<file path="src/rtl/machine_state_dumper_if.sv">
`default_nettype none
// ============================================================================
// machine_state_dumper_if : state-dump port bundle (machine side + out stream)
// Rev 1.0
// ============================================================================
interface machine_state_dumper_if;
   logic        halt;
   logic [4:0]  rf_addr;
   logic [31:0] rf_data;
   logic [31:0] mem_addr;
   logic [7:0]  mem_data;
   logic        out_valid;
   logic        out_ready;
   logic [31:0] out_data;
   logic        out_tag;
   logic [4:0]  out_index;
   logic        busy;
   logic        done;
   logic        timed_out;

   modport master (
      input  halt, rf_data, mem_data, out_ready,
      output rf_addr, mem_addr, out_valid, out_data, out_tag, out_index,
             busy, done, timed_out
   );

   modport slave (
      output halt, rf_data, mem_data, out_ready,
      input  rf_addr, mem_addr, out_valid, out_data, out_tag, out_index,
             busy, done, timed_out
   );
endinterface
`default_nettype wire

</file>
<file path="src/rtl/machine_state_dumper.sv">
`default_nettype none
// ============================================================================
// machine_state_dumper : on halt (or watchdog, DUMPER_WATCHDOG_EN) streams
// r0..r31 then MEM_BYTES data-memory bytes on a valid/ready port.
// Rev 1.0
// ============================================================================
module machine_state_dumper #(
   parameter logic [31:0] MEM_BASE  = 32'h4000,
   parameter int          MEM_BYTES = 4,
   parameter int          TIMEOUT   = 64
) (
   input  wire logic              clk,
   input  wire logic              reset,
   machine_state_dumper_if.master dif
);
   localparam logic [5:0] c_LAST = 6'(31 + MEM_BYTES);

   typedef enum logic [1:0] {
      S_RUN   = 2'd0,
      S_FETCH = 2'd1,
      S_HOLD  = 2'd2,
      S_DONE  = 2'd3
   } state_t;

   state_t      r_state;
   state_t      w_state_nxt;
   logic [5:0]  r_e;
   logic        r_valid;
   logic [31:0] r_data;
   logic        r_tag;
   logic [4:0]  r_index;
   logic        w_trigger;
   logic        w_capture;
   logic        w_accept;
   logic        w_wd_fire;
   logic        w_is_mem;

   // Element index >= 32 selects memory; its low 5 bits are then the byte offset.
   assign w_is_mem     = r_e[5];
   assign dif.rf_addr  = w_is_mem ? 5'd0 : r_e[4:0];
   assign dif.mem_addr = MEM_BASE + (w_is_mem ? {27'd0, r_e[4:0]} : 32'd0);

   assign dif.out_valid = r_valid;
   assign dif.out_data  = r_data;
   assign dif.out_tag   = r_tag;
   assign dif.out_index = r_index;
   assign dif.busy      = (r_state == S_FETCH) || (r_state == S_HOLD);
   assign dif.done      = (r_state == S_DONE);

`ifdef DUMPER_WATCHDOG_EN
   logic [31:0] r_cnt;
   logic        r_timed_out;

   assign w_wd_fire     = (r_state == S_RUN) && (r_cnt == 32'(TIMEOUT - 1));
   assign dif.timed_out = r_timed_out;

   // Counter freezes at the firing value and never advances outside RUN.
   always_ff @(posedge clk) begin
      if (reset) begin
         r_cnt       <= 32'd0;
         r_timed_out <= 1'b0;
      end else begin
         if ((r_state == S_RUN) && !w_wd_fire) begin
            r_cnt <= r_cnt + 32'd1;
         end
         if (w_wd_fire && !dif.halt) begin
            r_timed_out <= 1'b1;
         end
      end
   end
`else
   logic w_unused_timeout;

   assign w_wd_fire        = 1'b0;
   assign dif.timed_out    = 1'b0;
   assign w_unused_timeout = ^TIMEOUT;
`endif

   always_ff @(posedge clk) begin
      if (reset) begin
         r_state <= S_RUN;
      end else begin
         r_state <= w_state_nxt;
      end
   end

   always_comb begin
      w_state_nxt = r_state;
      w_trigger   = 1'b0;
      w_capture   = 1'b0;
      w_accept    = 1'b0;
      case (r_state)
         S_RUN: begin
            if (dif.halt || w_wd_fire) begin
               w_trigger   = 1'b1;
               w_state_nxt = S_FETCH;
            end
         end
         S_FETCH: begin
            w_capture   = 1'b1;
            w_state_nxt = S_HOLD;
         end
         S_HOLD: begin
            if (r_valid && dif.out_ready) begin
               w_accept    = 1'b1;
               w_state_nxt = (r_e == c_LAST) ? S_DONE : S_FETCH;
            end
         end
         S_DONE: begin
            w_state_nxt = S_DONE;
         end
         default: begin
            w_state_nxt = S_RUN;
         end
      endcase
   end

   always_ff @(posedge clk) begin
      if (reset) begin
         r_e     <= 6'd0;
         r_valid <= 1'b0;
         r_data  <= 32'd0;
         r_tag   <= 1'b0;
         r_index <= 5'd0;
      end else begin
         if (w_trigger) begin
            r_e <= 6'd0;
         end else if (w_accept && (r_e != c_LAST)) begin
            r_e <= r_e + 6'd1;
         end

         if (w_capture) begin
            r_valid <= 1'b1;
            r_data  <= w_is_mem ? {24'd0, dif.mem_data} : dif.rf_data;
            r_tag   <= w_is_mem;
            r_index <= r_e[4:0];
         end else if (w_accept) begin
            r_valid <= 1'b0;
         end
      end
   end
endmodule
`default_nettype wire
</file>
<file path="src/flat_wrapper.sv">
// flat-port wrapper written by rule: the top's interface ports become plain ports
module machine_state_dumper_flat 
#(
   parameter logic [31:0] MEM_BASE  = 32'h4000,
   parameter int          MEM_BYTES = 4,
   parameter int          TIMEOUT   = 64
)
  (clk, reset, dif_halt, dif_rf_data, dif_mem_data, dif_out_ready, dif_rf_addr, dif_mem_addr, dif_out_valid, dif_out_data, dif_out_tag, dif_out_index, dif_busy, dif_done, dif_timed_out);
  machine_state_dumper_if dif_i ();
  input  wire logic clk;
  input  wire logic reset;
  input wire logic [$bits(dif_i.halt)-1:0] dif_halt;
  input wire logic [$bits(dif_i.rf_data)-1:0] dif_rf_data;
  input wire logic [$bits(dif_i.mem_data)-1:0] dif_mem_data;
  input wire logic [$bits(dif_i.out_ready)-1:0] dif_out_ready;
  output wire logic [$bits(dif_i.rf_addr)-1:0] dif_rf_addr;
  output wire logic [$bits(dif_i.mem_addr)-1:0] dif_mem_addr;
  output wire logic [$bits(dif_i.out_valid)-1:0] dif_out_valid;
  output wire logic [$bits(dif_i.out_data)-1:0] dif_out_data;
  output wire logic [$bits(dif_i.out_tag)-1:0] dif_out_tag;
  output wire logic [$bits(dif_i.out_index)-1:0] dif_out_index;
  output wire logic [$bits(dif_i.busy)-1:0] dif_busy;
  output wire logic [$bits(dif_i.done)-1:0] dif_done;
  output wire logic [$bits(dif_i.timed_out)-1:0] dif_timed_out;
  assign dif_i.halt = dif_halt;
  assign dif_i.rf_data = dif_rf_data;
  assign dif_i.mem_data = dif_mem_data;
  assign dif_i.out_ready = dif_out_ready;
  assign dif_rf_addr = dif_i.rf_addr;
  assign dif_mem_addr = dif_i.mem_addr;
  assign dif_out_valid = dif_i.out_valid;
  assign dif_out_data = dif_i.out_data;
  assign dif_out_tag = dif_i.out_tag;
  assign dif_out_index = dif_i.out_index;
  assign dif_busy = dif_i.busy;
  assign dif_done = dif_i.done;
  assign dif_timed_out = dif_i.timed_out;
  machine_state_dumper #(.MEM_BASE(MEM_BASE), .MEM_BYTES(MEM_BYTES), .TIMEOUT(TIMEOUT)) u_core (.clk(clk), .reset(reset), .dif(dif_i));
endmodule
</file>
<file path="config.mk">
export PLATFORM = sky130hd
export DESIGN_NAME = machine_state_dumper_flat
export DESIGN_NICKNAME = d
export VERILOG_FILES = /design/src/rtl/machine_state_dumper_if.sv /design/src/rtl/machine_state_dumper.sv /design/src/flat_wrapper.sv
export SDC_FILE = /design/constraint.sdc
export NUM_CORES = 1
export LEC_CHECK = 0
export ABC_CLOCK_PERIOD_IN_PS = 1800
export CORE_AREA = 2 2 73 88
export DETAILED_ROUTE_END_ITERATION = 8
export DIE_AREA = 0 0 75 90
export PLACE_DENSITY = 0.87
export SLEW_MARGIN = 25
export SYNTH_ARGS = -nofsm -noshare
export SYNTH_HDL_FRONTEND = slang
export SYNTH_SLANG_ARGS = --single-unit
</file>
<file path="constraint.sdc">
create_clock -name clk -period 1.8 [get_ports clk]
set_clock_uncertainty 0.1 [all_clocks]
set_input_delay 0.36 -clock clk [delete_from_list [all_inputs] [get_ports clk]]
set_output_delay 0.36 -clock clk [all_outputs]
set_load 0.005 [all_outputs]
</file>
Yosys cells after proc, flatten, opt, wreduce, memory -nomap -nowiden
Cells that the tools add are included.

cells by class
  $add $sub $neg = 2
  equality and inequality tests = 7
  muxes and demuxes = 14
  reductions and logical operators = 7

operators by type and width
  cell                    count
  $add 15x32->32 const A  1
  $mux 32                 1
  $mux 5                  2
  $pmux 2 s4              1
  $mux 1                  7
  $add 6x1->6 const B     1
  $eq 6x6->1 const B      1
  $mux 2                  3
  $ne 6x6->1 const B      1
  $eq 2x2->1 const B      2
  $ne 2x2->1 const B      2
  $eq 2x1->1 const B      1
  $logic_and 1x1->1       2
  $logic_not 2->1         1
  $reduce_and 2->1        1
  $reduce_bool 2->1       1
  $reduce_or 2->1         1
  $logic_or 1x1->1        1

storage, ports and cells
  bits in registers = 47
  bits of input ports = 44
  logic and storage cells = 36

Depth between registers and ports, before layout
Gate-level depths: netlist of run 1.

  word-level depth = 5
  mapped depth = 7
  depth with buffers taken out = 6

Worst setup path before layout of run 1
OpenSTA, ideal clock, no wires.

  path kind = reg2reg
  start = register u_core.r_state[0]
  end = register u_core.r_state[1]
  setup time = 0.117 ns
  arrival time = 1.322 ns
  data required time = 1.583 ns
  setup slack = 0.260 ns
  cell stages (with the launch flop) = 7
  cell sequence = dfxtp_1 > inv_1 > ha_1 > nor2b_1 > a21oi_1 > nand3b_1 > a32o_1

on the way
  longest elaborated chain between the ends = 3
  elaborated cells on any way between the ends = 8
  those cells by class = eq/ne: 5; mux: 1; reduce/logical: 2

RTL lines
  item                                                  RTL line                    RTL
  start: declaration                                    machine_state_dumper.sv:25  state_t r_state;
  start signal: assignment                              machine_state_dumper.sv:83  r_state <= w_state_nxt;
  $eq 2x2->1 / $logic_not 2->1 (equally long branches)  machine_state_dumper.sv:92  case (r_state)
  $ne 2x2->1 (no source line)                           -
  $reduce_and 2->1 (no source line)                     -

Several ways; a longest one is shown, not always the timed one.
A chain may end at the register's enable or synchronous reset.

Final worst setup path of run 1
  start = register u_core.r_valid, in the netlist u_core.dif.out_valid
  end = output port dif_out_valid

RTL lines
  item                      RTL line                     RTL
  start: declaration        machine_state_dumper.sv:28   logic r_valid;
  start signal: assignment  machine_state_dumper.sv:121  r_valid <= 1'b0;
  start signal: assignment  machine_state_dumper.sv:133  r_valid <= 1'b1;
  start signal: assignment  machine_state_dumper.sv:138  r_valid <= 1'b0;
  end: declaration          flat_wrapper.sv:18           output wire logic [$bits(dif_i.out_valid)-1:0] dif_out_valid;

No word-level cell between the ends.

==> flow_metrics.py, run 1 <==
metrics = {
    "run_status": {
        "outcome": "finished, final reports clean",
    },
    "clock_tree": {
        "cts_buffer_depth": 2,
        "cts.htree.levels": 2,
        "path_clk_slew_ns": 0.08,
        "hold_buffers": 0,
        "clkLatencyLatePin_ns": 0.29,
        "tritoncts": "built",
        "numCtsBuffers": 5,
        "cts_root_buf": "clkbuf_8",
        "cts_sinks": 47,
    },
    "synthesis": {
        "synth_cell_types": 27,
        "synth_most_common_cell": "dfxtp_1",
        "yosysTopAreaCell": "dfxtp_1",
        "synth_seq_area_share_pct": 42.1,
        "async_reset_ff_share_pct": 0,
        "synth_top_area_share_pct": 42.1,
        "synth_area_um2": 2230,
        "syn-mean-instance-area_um2": 8.72,
        "synth_seq_cells": 47,
        "synth_commonest_cells": "dfxtp_1, nor2_1, nor2b_1, buf_4, a21oi_1",
        "ys_warn_count": 0,
        "netlist_instances": 256,
        "yosys-top-cells-area": "dfxtp_1, buf_4, nor2b_1",
        "synth_edf_count": 0,
        "synthFlopType": "dfxtp_1",
    },
    "timing": {
        "fin_crit_ns": 1.69,
        "setup_viol": 0,
        "setup_ws_ns": 0.105,
        "drv_slew": 0,
        "post-route-period-util_pct": 94.2,
        "hold_ws_ns": 0.391,
        "hold_violations": 0,
        "max_freq_ghz": 0.590,
        "rsz0062_at_grt": "no",
    },
    "finish": {
        "n_fill_cell": 552,
        "nets": 405,
        "diodes": 0,
        "fin_area_um2": 3350,
        "final_layout_size_suffix_gt1_share_pct": 10.7,
        "layout.cells.non_filler": 438,
        "area_growth_pct": 50.0,
    },
    "critical_path": {
        "cp-start-kind": "flop",
        "r2r-end": "u_core.r_state[1]$_SDFFE_PP0P_",
        "r2r_setup_slack_ns": 0.26,
        "crit_slowest_cell": "clkdlybuf4s50_1",
        "path_delay_family": "buffers and inverters",
        "endpoint": "dif_out_valid",
        "cp.required_ns": 1.34,
        "path_buf_inv": 1,
        "cp_max_fo": 5,
        "endpoint_kind": "output pin",
        "rr_worst_depth": 6,
        "startpoint": "u_core.dif.out_valid$_SDFFE_PP0P_",
        "crit_chain": "clkdlybuf4s50_1",
        "cp.depth": 1,
        "max_stage_delay_ns": 0.53,
        "r2r_start": "u_core.r_e[5]$_SDFFE_PP0P_",
        "crit_type": "reg -> out",
        "worst-endpoint-arrival_ns": 1.23,
    },
    "place": {
        "dp_cells": 428,
        "port_buffers": 94,
        "place_area_um2": 3210,
        "dp_hpwl_um": 3920,
        "globalplace.congestion": 0.773,
        "pre_cts_ws_ns": 0.0747,
    },
    "pwr": {
        "power_leakage_nw": 1.46,
        "ir_worst_vdd_mv": 0.461,
        "swShare_pct": 28.4,
        "power_frac_seq_pct": 43.4,
        "power_mw": 2.84,
        "power_density_nw_per_um2": 849,
        "p_comb_share_pct": 32.5,
        "p_int_mw": 2.04,
        "switchingPower_mw": 0.808,
        "p_clk_share_pct": 24.1,
    },
    "floorplanning": {
        "rows": 31,
        "die-area_um2": 6750,
        "die_h_um": 90,
        "core_area_um2": 5930,
        "die_w_um": 75,
        "ios": 123,
        "start_util_pct": 37.6,
    },
    "grt": {
        "grt_antenna_before_repair": 0,
        "grt_max_degree": 33,
        "use_met3_pct": 3.81,
        "grt-busiest-layer": "met2",
        "grt_pass1_vias": 1917,
        "overflow": 0,
        "grt_first_pass_wirelength_um": 8710,
        "grt_use_total_pct": 16.4,
        "use_met1_pct": 17.9,
        "met2_usage_pct": 30.3,
    },
    "route": {
        "drtIter0Drc": 59,
        "via_count": 1940,
        "drc": 0,
        "drt-total-wl_um": 5240,
        "via_per_inst": 4.43,
        "first_pass_iters": 4,
        "wire_per_inst_um": 12.0,
        "ant_nets": 0,
    },
    "job": {
        "drv_cap": 0,
    },
    "hold_path": {
        "hp-class": "reg -> reg",
    },
}
==> per-layer routing <==
layer / part of all wire, % / vias to the layer above
li1: - / 977
met1: 38 / 899
met2: 55 / 62
met3: 5.7 / 2
met4: 0.50 / 0
met5: 0 / -
==> placed cells by master (no fill, tap or decap), drive strengths merged <==
cell type       n
clkdlybuf4s50  82
dfxtp          47
nor2           46
nor2b          31
a21oi          29
conb           28
mux2i          15
buf            15
a211oi         10
clkbuf          7
dlymetal6s2s    7
ha              6
nand2           5
dlygate4sd2     5
and2            5
inv             3
xnor2           3
nand3           3
nor3            2
nand4           1
o21ai           1
or3             1
nor4b           1
nand3b          1
a32o            1
clkinvlp        1
==> through the flow <==
step | setup TNS (ns) | utilization, %
floorplan | 0 | -
global placement | 0 | 54.0
detailed placement | 0 | 54.0
CTS | -0.0484 | 56.0
global route | 0 | 56.4
finish | 0 | 56.4
==> power groups by stage <==
stage                     Clock [mW]  Combinational (mW)  Sequential, mW
final                          0.685               0.925            1.23
after global routing           0.770                1.03            1.25
after CTS                      0.714               0.941            1.23
after detailed placement           0               0.936            1.26
after global placement             0               0.911            1.25
after floorplan                    0               0.483            1.27
==> state kept, by name (all words and copies together) (netlist names) <==
| name | cells |
|---|---|
| u_core.dif.out_tag | 1 |
| u_core.dif.out_data | 32 |
| u_core.r_state | 2 |
| u_core.r_e | 6 |
| u_core.dif.out_valid | 1 |
| u_core.dif.out_index | 5 |
==> layout make-up <==
cell class              count  area [um^2]  share of cell area [%]
inverters                   3         11.3                   0.336
well taps                  82          103                    3.06
clock inverters             1         7.51                   0.224
flip-flops and latches     47          955                    28.5
repair buffers            109         1070                    32.1
multi-input cells         189         1100                    32.9
clock buffers               7         96.3                    2.88
==> what timing repair did <==
action                                  CTS  global route
endpoints found under the setup margin   12             7
endpoints found under the hold margin     0             0
setup buffers                             1             1
resized for setup                        13             9
==> tightest hold or removal path, delay by kind of cell, from the launching register on <==
family	cells	cell delay [ns]
AO/OA/AOI/OAI	1	0.05
flip-flops	1	0.32
AND/OR/NAND/NOR	1	0.08
==> worst min path at each step <==
stage / cells past startpoint / end / start
floorplan: 2 / u_core.dif.out_data[0]$_SDFFE_PP0P_ / u_core.dif.out_data[0]$_SDFFE_PP0P_
global placement: 2 / u_core.dif.out_data[3]$_SDFFE_PP0P_ / u_core.dif.out_data[3]$_SDFFE_PP0P_
detailed placement: 2 / u_core.dif.out_data[1]$_SDFFE_PP0P_ / u_core.dif.out_data[1]$_SDFFE_PP0P_
CTS: 2 / u_core.dif.out_data[1]$_SDFFE_PP0P_ / u_core.dif.out_data[1]$_SDFFE_PP0P_
global route: 2 / u_core.dif.out_data[1]$_SDFFE_PP0P_ / u_core.dif.out_data[1]$_SDFFE_PP0P_
finish: 2 / u_core.dif.out_data[0]$_SDFFE_PP0P_ / u_core.dif.out_data[0]$_SDFFE_PP0P_
==> cell families (layout without fill, tap and decap cells) <==
kind of cell    Yosys count  after routing  synth area share [%]
flops                    47             47                  42.1
xor+xnor                  3              3                  1.18
compound gates           41             41                  10.7
fa+ha+maj                 6              6                  3.36
mux                      15             15                  6.72
buf+inv                  46            120                  13.1
simple gates             96             96                  22.5
other cells               2             28                 0.336
Power figures use the tool's default switching activity.
==> run 2, diff against run 1 <==
Settings changed: ABC_CLOCK_PERIOD_IN_PS 1800 to unset, CORE_AREA 2 2 73 88 to 2 2 101 64, CTS_CLUSTER_SIZE set to 30, DIE_AREA 0 0 75 90 to 0 0 103 66.
==> run 2 against run 1 <==
  * Final cell count increased by 0.68%
  * Final area is 0.49% lower
  * First-iteration DRC count grew 25%
  * Wire length increased by 3.5%
  * Sequential cell count is the same
  * Largest power group unchanged
==> flow_metrics.py, run 2 (synthesized netlist as in run 1, its figures left out) <==
metrics = {
    "run_status": {
        "outcome": "finished, final reports clean",
    },
    "place": {
        "dp_cells": 429,
        "dp_hpwl_um": 4160,
        "place_area_um2": 3220,
        "globalplace.congestion": 0.805,
        "pre_cts_ws_ns": -0.0372,
        "port_buffers": 94,
    },
    "floorplanning": {
        "die_w_um": 103,
        "start_util_pct": 37.9,
        "core_area_um2": 5890,
        "ios": 123,
        "die-area_um2": 6800,
        "rows": 22,
        "die_h_um": 66,
    },
    "pwr": {
        "ir_worst_vdd_mv": 0.482,
        "p_clk_share_pct": 21.9,
        "power_density_nw_per_um2": 836,
        "p_int_mw": 1.97,
        "power_leakage_nw": 1.36,
        "switchingPower_mw": 0.818,
        "power_frac_seq_pct": 44.3,
        "p_comb_share_pct": 33.8,
        "swShare_pct": 29.4,
    },
    "critical_path": {
        "cp_max_fo": 4,
        "path_delay_family": "buffers and inverters",
        "crit_chain": "buf_4 -> ha_1 -> dlygate4sd2_1",
        "cp.required_ns": 1.34,
        "crit_type": "reg -> out",
        "crit_slowest_cell": "dfxtp_2",
        "endpoint_kind": "output pin",
        "path_buf_inv": 2,
        "startpoint": "u_core.r_state[0]$_SDFFE_PP0P_",
        "max_stage_delay_ns": 0.32,
        "r2r_start": "u_core.r_state[0]$_SDFFE_PP0P_",
        "cp-start-kind": "flop",
        "worst-endpoint-arrival_ns": 1.23,
    },
    "timing": {
        "post-route-period-util_pct": 93.6,
        "max_freq_ghz": 0.593,
        "tns_ns": 0,
        "rsz0062_at_grt": "no",
        "drv_slew": 0,
        "fin_crit_ns": 1.69,
        "hold_violations": 0,
        "setup_ws_ns": 0.114,
        "setup_viol": 0,
    },
    "route": {
        "ant_nets": 0,
        "drc": 0,
        "first_pass_iters": 4,
        "drt-total-wl_um": 5430,
        "drtIter0Drc": 74,
        "via_count": 1915,
        "wire_per_inst_um": 12.3,
        "via_per_inst": 4.34,
    },
    "finish": {
        "largest_reg_flops": 32,
        "fin_area_um2": 3330,
        "postLayoutCoreUtil_pct": 56.6,
        "n_fill_cell": 571,
        "area_growth_pct": 49.2,
        "layout_common_cells": "clkdlybuf4s50_1, nor2_1, dfxtp_1, nor2b_1",
        "final_layout_size_suffix_gt1_share_pct": 10.4,
        "diodes": 0,
        "nets": 406,
        "layout.cells.non_filler": 441,
        "final_common_cell": "clkdlybuf4s50_1",
    },
    "clock_tree": {
        "cts_root_buf": "clkbuf_8",
        "tritoncts": "built",
        "hold_buffers": 0,
        "cts.htree.levels": 2,
        "numCtsBuffers": 5,
        "cts_sinks": 47,
        "clkLatencyLatePin_ns": 0.29,
        "cts_buffer_depth": 2,
        "path_clk_slew_ns": 0.08,
    },
    "grt": {
        "overflow": 0,
        "grt_max_degree": 30,
        "grt_use_total_pct": 16.3,
        "grt_first_pass_wirelength_um": 8740,
        "grt_pass1_vias": 1880,
        "grt_antenna_before_repair": 0,
    },
    "job": {
        "drv_cap": 0,
    },
    "hold_path": {
        "worstHoldStart": "u_core.dif.out_data[5]$_SDFFE_PP0P_",
        "hp-class": "reg -> reg",
    },
}
-- run 2: metal layers --
layer  GRT usage [%]  part of all wire, %
met1            21.5                   48
met2            26.0                   43
met3            5.92                  9.1
met4            2.47                 0.18
met5               0                    0
-- run 2: power by group through the flow --
stage          logic, mW  registers (mW)  clock network (mW)
6_report           0.942            1.23               0.610
5_1_grt             1.05            1.25               0.699
4_1_cts            0.948            1.23               0.641
3_5_place_dp       0.954            1.26                   0
3_3_place_gp       0.936            1.25                   0
2_1_floorplan      0.483            1.27                   0
-- run 2: final cells by class --
class	instances	area, um^2	area share (%)
clock inverters	2	12.5	0.375
inverters	3	11.3	0.338
multi-input cells	189	1100	33.1
repair buffers	110	1080	32.4
well taps	84	105	3.15
flip-flops and latches	47	951	28.5
clock buffers	6	72.6	2.18
-- run 2: repair_timing --
action                     4_1_cts  5_1_grt
buffers inserted                 4        0
resized for setup               21        0
setup endpoints to repair       12        0
-- run 2: metrics by stage --
step	hold WS, ns	total power, mW
after floorplan	0.378	1.75
after global placement	0.372	2.19
after detailed placement	0.378	2.21
after CTS	0.390	2.82
after global routing	0.407	3.00
final	0.386	2.79
-- run 2: worst reg2reg max path: stages (launching register included) --
cell,delay (ns)
dfxtp_2,0.33
inv_1,0.07
ha_1,0.20
nor2b_1,0.13
a21oi_1,0.24
nand3b_1,0.13
a32o_1,0.27
-- run 2: path summary, 6_finish.rpt --
path,to,slack (ns),cells past startpoint
min reg2reg,u_core.dif.out_data[5]$_SDFFE_PP0P_,0.39,2
max,dif_done,0.11,3
max reg2reg,u_core.r_state[1]$_SDFFE_PP0P_,0.22,6
min,u_core.dif.out_data[5]$_SDFFE_PP0P_,0.39,2
